## src/rtl/riscv_pkg.sv

```systemverilog
// Shared RV32 pipeline definitions: datapath widths, ALU opcodes, forwarding selects.
package riscv_pkg;

  localparam int XLEN = 32;
  localparam int RA_W = 5;

  // ALU opcode encoding shared with the ALU
  localparam logic [3:0] ALU_ADD  = 4'd0;
  localparam logic [3:0] ALU_SUB  = 4'd1;
  localparam logic [3:0] ALU_AND  = 4'd2;
  localparam logic [3:0] ALU_OR   = 4'd3;
  localparam logic [3:0] ALU_XOR  = 4'd4;
  localparam logic [3:0] ALU_SLL  = 4'd5;
  localparam logic [3:0] ALU_SRL  = 4'd6;
  localparam logic [3:0] ALU_SRA  = 4'd7;
  localparam logic [3:0] ALU_SLT  = 4'd8;
  localparam logic [3:0] ALU_SLTU = 4'd9;

  // Which source feeds a register operand
  typedef enum logic [1:0] {
    FWD_RF    = 2'd0,
    FWD_EXMEM = 2'd1,
    FWD_MEMWB = 2'd2
  } fwd_sel_e;

endpackage

```

## src/rtl/fwd_mux.sv

```systemverilog
// Per-source operand forwarding: EX/MEM beats MEM/WB beats register file; x0 never forwards.
module fwd_mux #(
  parameter int XLEN = 32,
  parameter int RA_W = 5
) (
  input  logic [RA_W-1:0]    src_addr,
  input  logic [XLEN-1:0]    rf_data,
  input  logic               exmem_reg_write,
  input  logic [RA_W-1:0]    exmem_rd_addr,
  input  logic [XLEN-1:0]    exmem_result,
  input  logic               memwb_reg_write,
  input  logic [RA_W-1:0]    memwb_rd_addr,
  input  logic [XLEN-1:0]    memwb_result,
  output logic [XLEN-1:0]    data,
  output riscv_pkg::fwd_sel_e sel
);

  logic src_nz;
  assign src_nz = (src_addr != '0);

  // Priority select of the youngest in-flight producer of src_addr
  always_comb begin
    sel  = riscv_pkg::FWD_RF;
    data = rf_data;
    if (src_nz && exmem_reg_write && (exmem_rd_addr == src_addr)) begin
      sel  = riscv_pkg::FWD_EXMEM;
      data = exmem_result;
    end else if (src_nz && memwb_reg_write && (memwb_rd_addr == src_addr)) begin
      sel  = riscv_pkg::FWD_MEMWB;
      data = memwb_result;
    end
  end

endmodule

```

## src/rtl/id_ex_stage.sv

```systemverilog
// ID/EX pipeline register with handshake, flush, and forwarded ALU operand selection.
module id_ex_stage #(
  parameter int XLEN = riscv_pkg::XLEN,
  parameter int RA_W = riscv_pkg::RA_W
) (
  input  logic            clk,
  input  logic            rst_n,
  input  logic            in_valid,
  output logic            in_ready,
  input  logic [XLEN-1:0] in_pc,
  input  logic [XLEN-1:0] in_rs1_data,
  input  logic [XLEN-1:0] in_rs2_data,
  input  logic [RA_W-1:0] in_rs1_addr,
  input  logic [RA_W-1:0] in_rs2_addr,
  input  logic [RA_W-1:0] in_rd_addr,
  input  logic [XLEN-1:0] in_imm,
  input  logic [3:0]      in_alu_control,
  input  logic            in_use_imm,
  input  logic            in_use_pc,
  input  logic            in_reg_write,
  input  logic            flush,
  input  logic            exmem_reg_write,
  input  logic [RA_W-1:0] exmem_rd_addr,
  input  logic [XLEN-1:0] exmem_result,
  input  logic            memwb_reg_write,
  input  logic [RA_W-1:0] memwb_rd_addr,
  input  logic [XLEN-1:0] memwb_result,
  output logic            out_valid,
  input  logic            out_ready,
  output logic [XLEN-1:0] operand_a,
  output logic [XLEN-1:0] operand_b,
  output logic [3:0]      alu_control,
  output logic [XLEN-1:0] store_data,
  output logic [RA_W-1:0] rd_addr,
  output logic            reg_write,
  output logic [XLEN-1:0] pc
);

  import riscv_pkg::*;

  logic            vld;
  logic [XLEN-1:0] pc_q, rs1_data_q, rs2_data_q, imm_q;
  logic [RA_W-1:0] rs1_addr_q, rs2_addr_q, rd_q;
  logic [3:0]      alu_q;
  logic            use_imm_q, use_pc_q, rw_q;
  logic            load;

  assign in_ready = !vld || out_ready;
  assign load     = in_valid && in_ready && !flush;

  // Valid bit: flush beats load, load beats drain; stall holds
  always_ff @(posedge clk or negedge rst_n) begin
    if (!rst_n)         vld <= 1'b0;
    else if (flush)     vld <= 1'b0;
    else if (load)      vld <= 1'b1;
    else if (out_ready) vld <= 1'b0;
  end

  // Instruction field bank, captured only on an accepted, unflushed load
  always_ff @(posedge clk or negedge rst_n) begin
    if (!rst_n) begin
      pc_q       <= '0;
      rs1_data_q <= '0;
      rs2_data_q <= '0;
      imm_q      <= '0;
      rs1_addr_q <= '0;
      rs2_addr_q <= '0;
      rd_q       <= '0;
      alu_q      <= ALU_ADD;
      use_imm_q  <= 1'b0;
      use_pc_q   <= 1'b0;
      rw_q       <= 1'b0;
    end else if (load) begin
      pc_q       <= in_pc;
      rs1_data_q <= in_rs1_data;
      rs2_data_q <= in_rs2_data;
      imm_q      <= in_imm;
      rs1_addr_q <= in_rs1_addr;
      rs2_addr_q <= in_rs2_addr;
      rd_q       <= in_rd_addr;
      alu_q      <= in_alu_control;
      use_imm_q  <= in_use_imm;
      use_pc_q   <= in_use_pc;
      rw_q       <= in_reg_write;
    end
  end

  // Forwarding is re-evaluated every cycle so a stalled instruction
  // sees results that retire while it waits.
  logic [XLEN-1:0] fwd_rs1, fwd_rs2;
  fwd_sel_e        unused_rs1_sel, unused_rs2_sel;

  fwd_mux #(.XLEN(XLEN), .RA_W(RA_W)) u_fwd_rs1 (
    .src_addr        (rs1_addr_q),
    .rf_data         (rs1_data_q),
    .exmem_reg_write (exmem_reg_write),
    .exmem_rd_addr   (exmem_rd_addr),
    .exmem_result    (exmem_result),
    .memwb_reg_write (memwb_reg_write),
    .memwb_rd_addr   (memwb_rd_addr),
    .memwb_result    (memwb_result),
    .data            (fwd_rs1),
    .sel             (unused_rs1_sel)
  );

  fwd_mux #(.XLEN(XLEN), .RA_W(RA_W)) u_fwd_rs2 (
    .src_addr        (rs2_addr_q),
    .rf_data         (rs2_data_q),
    .exmem_reg_write (exmem_reg_write),
    .exmem_rd_addr   (exmem_rd_addr),
    .exmem_result    (exmem_result),
    .memwb_reg_write (memwb_reg_write),
    .memwb_rd_addr   (memwb_rd_addr),
    .memwb_result    (memwb_result),
    .data            (fwd_rs2),
    .sel             (unused_rs2_sel)
  );

  // Bubbles present a harmless ADD 0,0 with no writeback
  always_comb begin
    operand_a   = '0;
    operand_b   = '0;
    alu_control = ALU_ADD;
    reg_write   = 1'b0;
    if (vld) begin
      operand_a   = use_pc_q  ? pc_q  : fwd_rs1;
      operand_b   = use_imm_q ? imm_q : fwd_rs2;
      alu_control = alu_q;
      reg_write   = rw_q;
    end
  end

  assign out_valid  = vld;
  assign store_data = fwd_rs2;
  assign rd_addr    = rd_q;
  assign pc         = pc_q;

endmodule

```

## config.mk

```make
export PLATFORM = sky130hd
export DESIGN_NAME = id_ex_stage
export DESIGN_NICKNAME = d
export VERILOG_FILES = /design/src/rtl/riscv_pkg.sv /design/src/rtl/fwd_mux.sv /design/src/rtl/id_ex_stage.sv
export SDC_FILE = /design/constraint.sdc
export NUM_CORES = 1
export LEC_CHECK = 0
export CORE_ASPECT_RATIO = 1.1
export CORE_MARGIN = 2
export CORE_UTILIZATION = 35
export CTS_CLUSTER_DIAMETER = 50
export CTS_CLUSTER_SIZE = 28
export DETAILED_ROUTE_END_ITERATION = 6
export PLACE_DENSITY = 0.69
export SLEW_MARGIN = 40
export SYNTH_ARGS = -nofsm -noshare
export SYNTH_HDL_FRONTEND = slang
export SYNTH_SLANG_ARGS = --single-unit
```

## constraint.sdc

```tcl
create_clock -name clk -period 2.5 [get_ports clk]
set_input_delay 0.375 -clock clk [delete_from_list [all_inputs] [get_ports clk]]
set_output_delay 0.375 -clock clk [all_outputs]
set_load 0.05 [all_outputs]
```

==> summary.md <==
| Metric | Value |
|---|---|
| Violated checks | setup timing |
| Top cells by count, synth | dfrtp_1, mux2_2, nand2_1, mux2i_1, o221ai_1 |
| Initial antenna violation count | 2 |
| Root Buffer | clkbuf_16 |
| Critical path launch point | rs2_addr_q[1] |
| Critical Path Sink Type | output pin |
| Core area | 23500 sq um |
| Share of the synthesized area in the top cell type | 0.453 |
| Die Wd | 151 um |
| Top FF cell, synth | dfrtp_1 |
| First-pass GRT wire length | 48700 um |
| Mapped Area | 8330 sq um |
| Remaining DRCs | 0 |
| TritonCTS Buffers | 17 |
| Total GRT Usage | 0.258 |
| Top cell by count, worst path | buf_12 |
| Fin cells | 1451 |
| Count of state elements after synthesis | 151 |
| Die Ht | 166 um |
| Launching point of the worst reg2reg path | out_valid |
| Final worst setup slack | -0.468 ns |
| Clk slew on worst S/H paths | 0.07 ns |
| Row count | 59 |
| Final Skew | 0.00714 ns |
| Final wirelength | 33100 um |
| CP bufs+invs | 4 |
| Mapped Cells | 729 |
| Tcrit/Tclk final | 1.19 |
| Reg2reg setup slack | 0.50 ns |
| Worst Path Required | 2.12 ns |
| Crit start category | register |
| Distinct cell type count after synthesis | 28 |
| Final hold viol count | 0 |
| CP Capture Point | operand_b[24] |
| Avg Cell Area, Syn | 11.4 sq um |
| Worst-path cell chain | or4_4 > nor2_4 > nor3_4 > buf_12 > buf_12 > buf_4 > mux2i_2 > o221ai_2 > buf_12 |
| Leakage | 6.00 nW |
| I/O pins | 371 |
| Via count | 7672 |
| Maximum number of pins on one net before global-route repair | 71 |
| Status | complete, but fails checks |
| Antenna-violating nets left | 0 |
| Delay of the slowest critical-path stage | 0.56 ns |
| Vias in the first global route | 8171 |
| Asr flop ratio synth | 1.00 |
| Htree depth | 4 |
| Avg WL per Cell | 22.8 um |
| CP max-delay cell | or4_4 |
| Power per cell area | 673 nW/um^2 |
| RSZ-0062 raised after global routing | yes |
| Buffers on Ports | 370 |
| Fmax | 0.337 GHz |
| Initial cell density of the core | 0.354 |
| Number of nets in the layout | 1362 |
| Vias/cell | 5.29 |
| Dpl cells | 1396 |
| Leading area contributor after synthesis | dfrtp_1 |
| Final core utilization | 0.662 |
| Slew HR | 0.568 |
| Iter 0 DRT Violations | 311 |
| TritonCTS clock tree | yes |
| Most frequent cell after synthesis | dfrtp_1 |
| Reg-to-Reg End | pc[11] |
| Final setup vio count | 96 |
| Post-synthesis sequential area ratio | 0.453 |
| Worst-Margin Slew | 0.648 ns |
| Clock latency on the worst-skew pair | 0.42 ns |
| Hold WC Path Type | input port to asynchronous set/reset pin |
| CP Max Fanout | 5 |
| Crit Path Category | register to output pin |
| Net count after synthesis | 960 |
| Gr ovfl total | 0 |
| Max-Cap Viols | 0 |
| Post-synth EDFFs | 0 |
| VDD IR-drop max | 404 uV |
| Initial DRT Pass Iterations | 5 |
| Ys Warns | 0 |
| Final Critical Period | 2.97 ns |
| Die area | 25100 sq um |
| Share of cells above drive strength 1 | 0.459 |
| Area Growth Syn to Fin | 87.1% |
| CTS Sinks | 151 |
| Fin. max-slew vios | 0 |
| Placer Congestion | 0.869 |
| Synth top area cells | dfrtp_1, mux2_2, mux2i_1, o221ai_1, nand2_1 |
| Clk buf depth | 2 |
| Critical Path Stages | 9 |
| HPWL after DPL | 22500 um |
| Critical Path AT | 2.59 ns |
| Cells on worst reg2reg path | 4 |
| Delay-heaviest family, CP | simple AND/OR/NAND/NOR gates |
cell usage in the layout (no fill, tap or decap), types with 14 or more instances in the layout:
cell	synthesis	final
mux2i_2	0	20
dfrtp_1	151	149
buf_6	10	37
nor2_1	35	22
o221ai_2	10	49
buf_4	2	34
mux2_2	150	150
nand3b_1	31	31
clkdlybuf4s50_1	0	266
clkbuf_16	0	20
mux2i_4	0	21
inv_1	33	33
mux2i_1	64	23
a21oi_2	4	23
o221ai_4	0	14
nand2_1	67	66
buf_12	0	87
through the flow:
stage	area [sq um]	TNS, ns	setup WS, ns	power, mW	hold WS, ns
after detailed placement	13500	-28.22	-0.412	7.44	0.423
after global placement	13500	-26.79	-0.349	7.39	0.430
after CTS	15100	-32.34	-0.417	10.4	0.508
after global routing	15600	-42.06	-0.531	10.9	0.526
final	15600	-35.24	-0.468	10.5	0.502
after floorplan	8560	-6.02	-0.193	5.50	0.0794
final cells by class:
class,instances,area (sq um)
flip-flops and latches,151,3780
diodes,2,5.00
clock buffers,20,457
repair buffers,440,5460
inverters,33,124
fillers,1750,7960
well taps,305,382
multi-input cells,488,5270
clock inverters,12,116
worst reg2reg max path, stage by stage (launching register included):
cell and delay [ns]:
dfrtp_2 0.52, nor2b_1 0.22, nor3b_4 0.29, buf_12 0.36, mux2_2 0.49
what timing repair did:
item	CTS	global route
setup buffers	3	9
hold buffers	1	0
hold endpoints to repair	58	0
pin swaps	8	34
endpoints found under the setup margin	96	96
resized for setup	137	64
gates cloned	7	4
power breakdown:
part / switching, mW / internal [mW] / leakage (nW)
registers: 0.319 / 2.86 / 1.77
logic: 2.50 / 2.26 / 3.96
clock network: 1.12 / 1.44 / 0.266
state kept, by name, summed over array words and instances (netlist names):
signal	flops
alu_q	4
imm_q	32
out_valid	1
pc	32
rd_addr	5
rs1_addr_q	5
rs1_data_q	32
rs2_addr_q	5
rs2_data_q	32
rw_q	1
use_imm_q	1
use_pc_q	1
layer usage:
layer | part of all wire | vias up | GRT usage
met4 | 0.030 | 0 | 0.0971
met2 | 0.52 | 303 | 0.449
met1 | 0.39 | 3843 | 0.310
met5 | 0 | - | 0
met3 | 0.058 | 59 | 0.0530
li1 | - | 3467 | -
worst min-delay path by stage:
stage	depth (start not counted)	startpoint	to
4_1_cts	1	alu_q[0]	alu_q[0]
3_3_place_gp	1	rst_n	rs2_addr_q[2]
3_5_place_dp	1	rst_n	rs1_addr_q[1]
6_report	2	rst_n	rs1_addr_q[1]
2_1_floorplan	0	rst_n	alu_q[0]
5_1_grt	1	imm_q[29]	imm_q[29]
kinds of logic (layout without fill, tap and decap cells):
group,Yosys count,count (layout),share of synthesized area
muxes,214,214,0.280
AOI/OAI and AO/OA,96,96,0.0958
other,0,2,0
and+or+nand+nor,158,158,0.0961
DFF,151,151,0.453
xor gates and xnor gates,20,20,0.0210
buffers and inverters,90,505,0.0541
(Power assumes the default switching activity.)
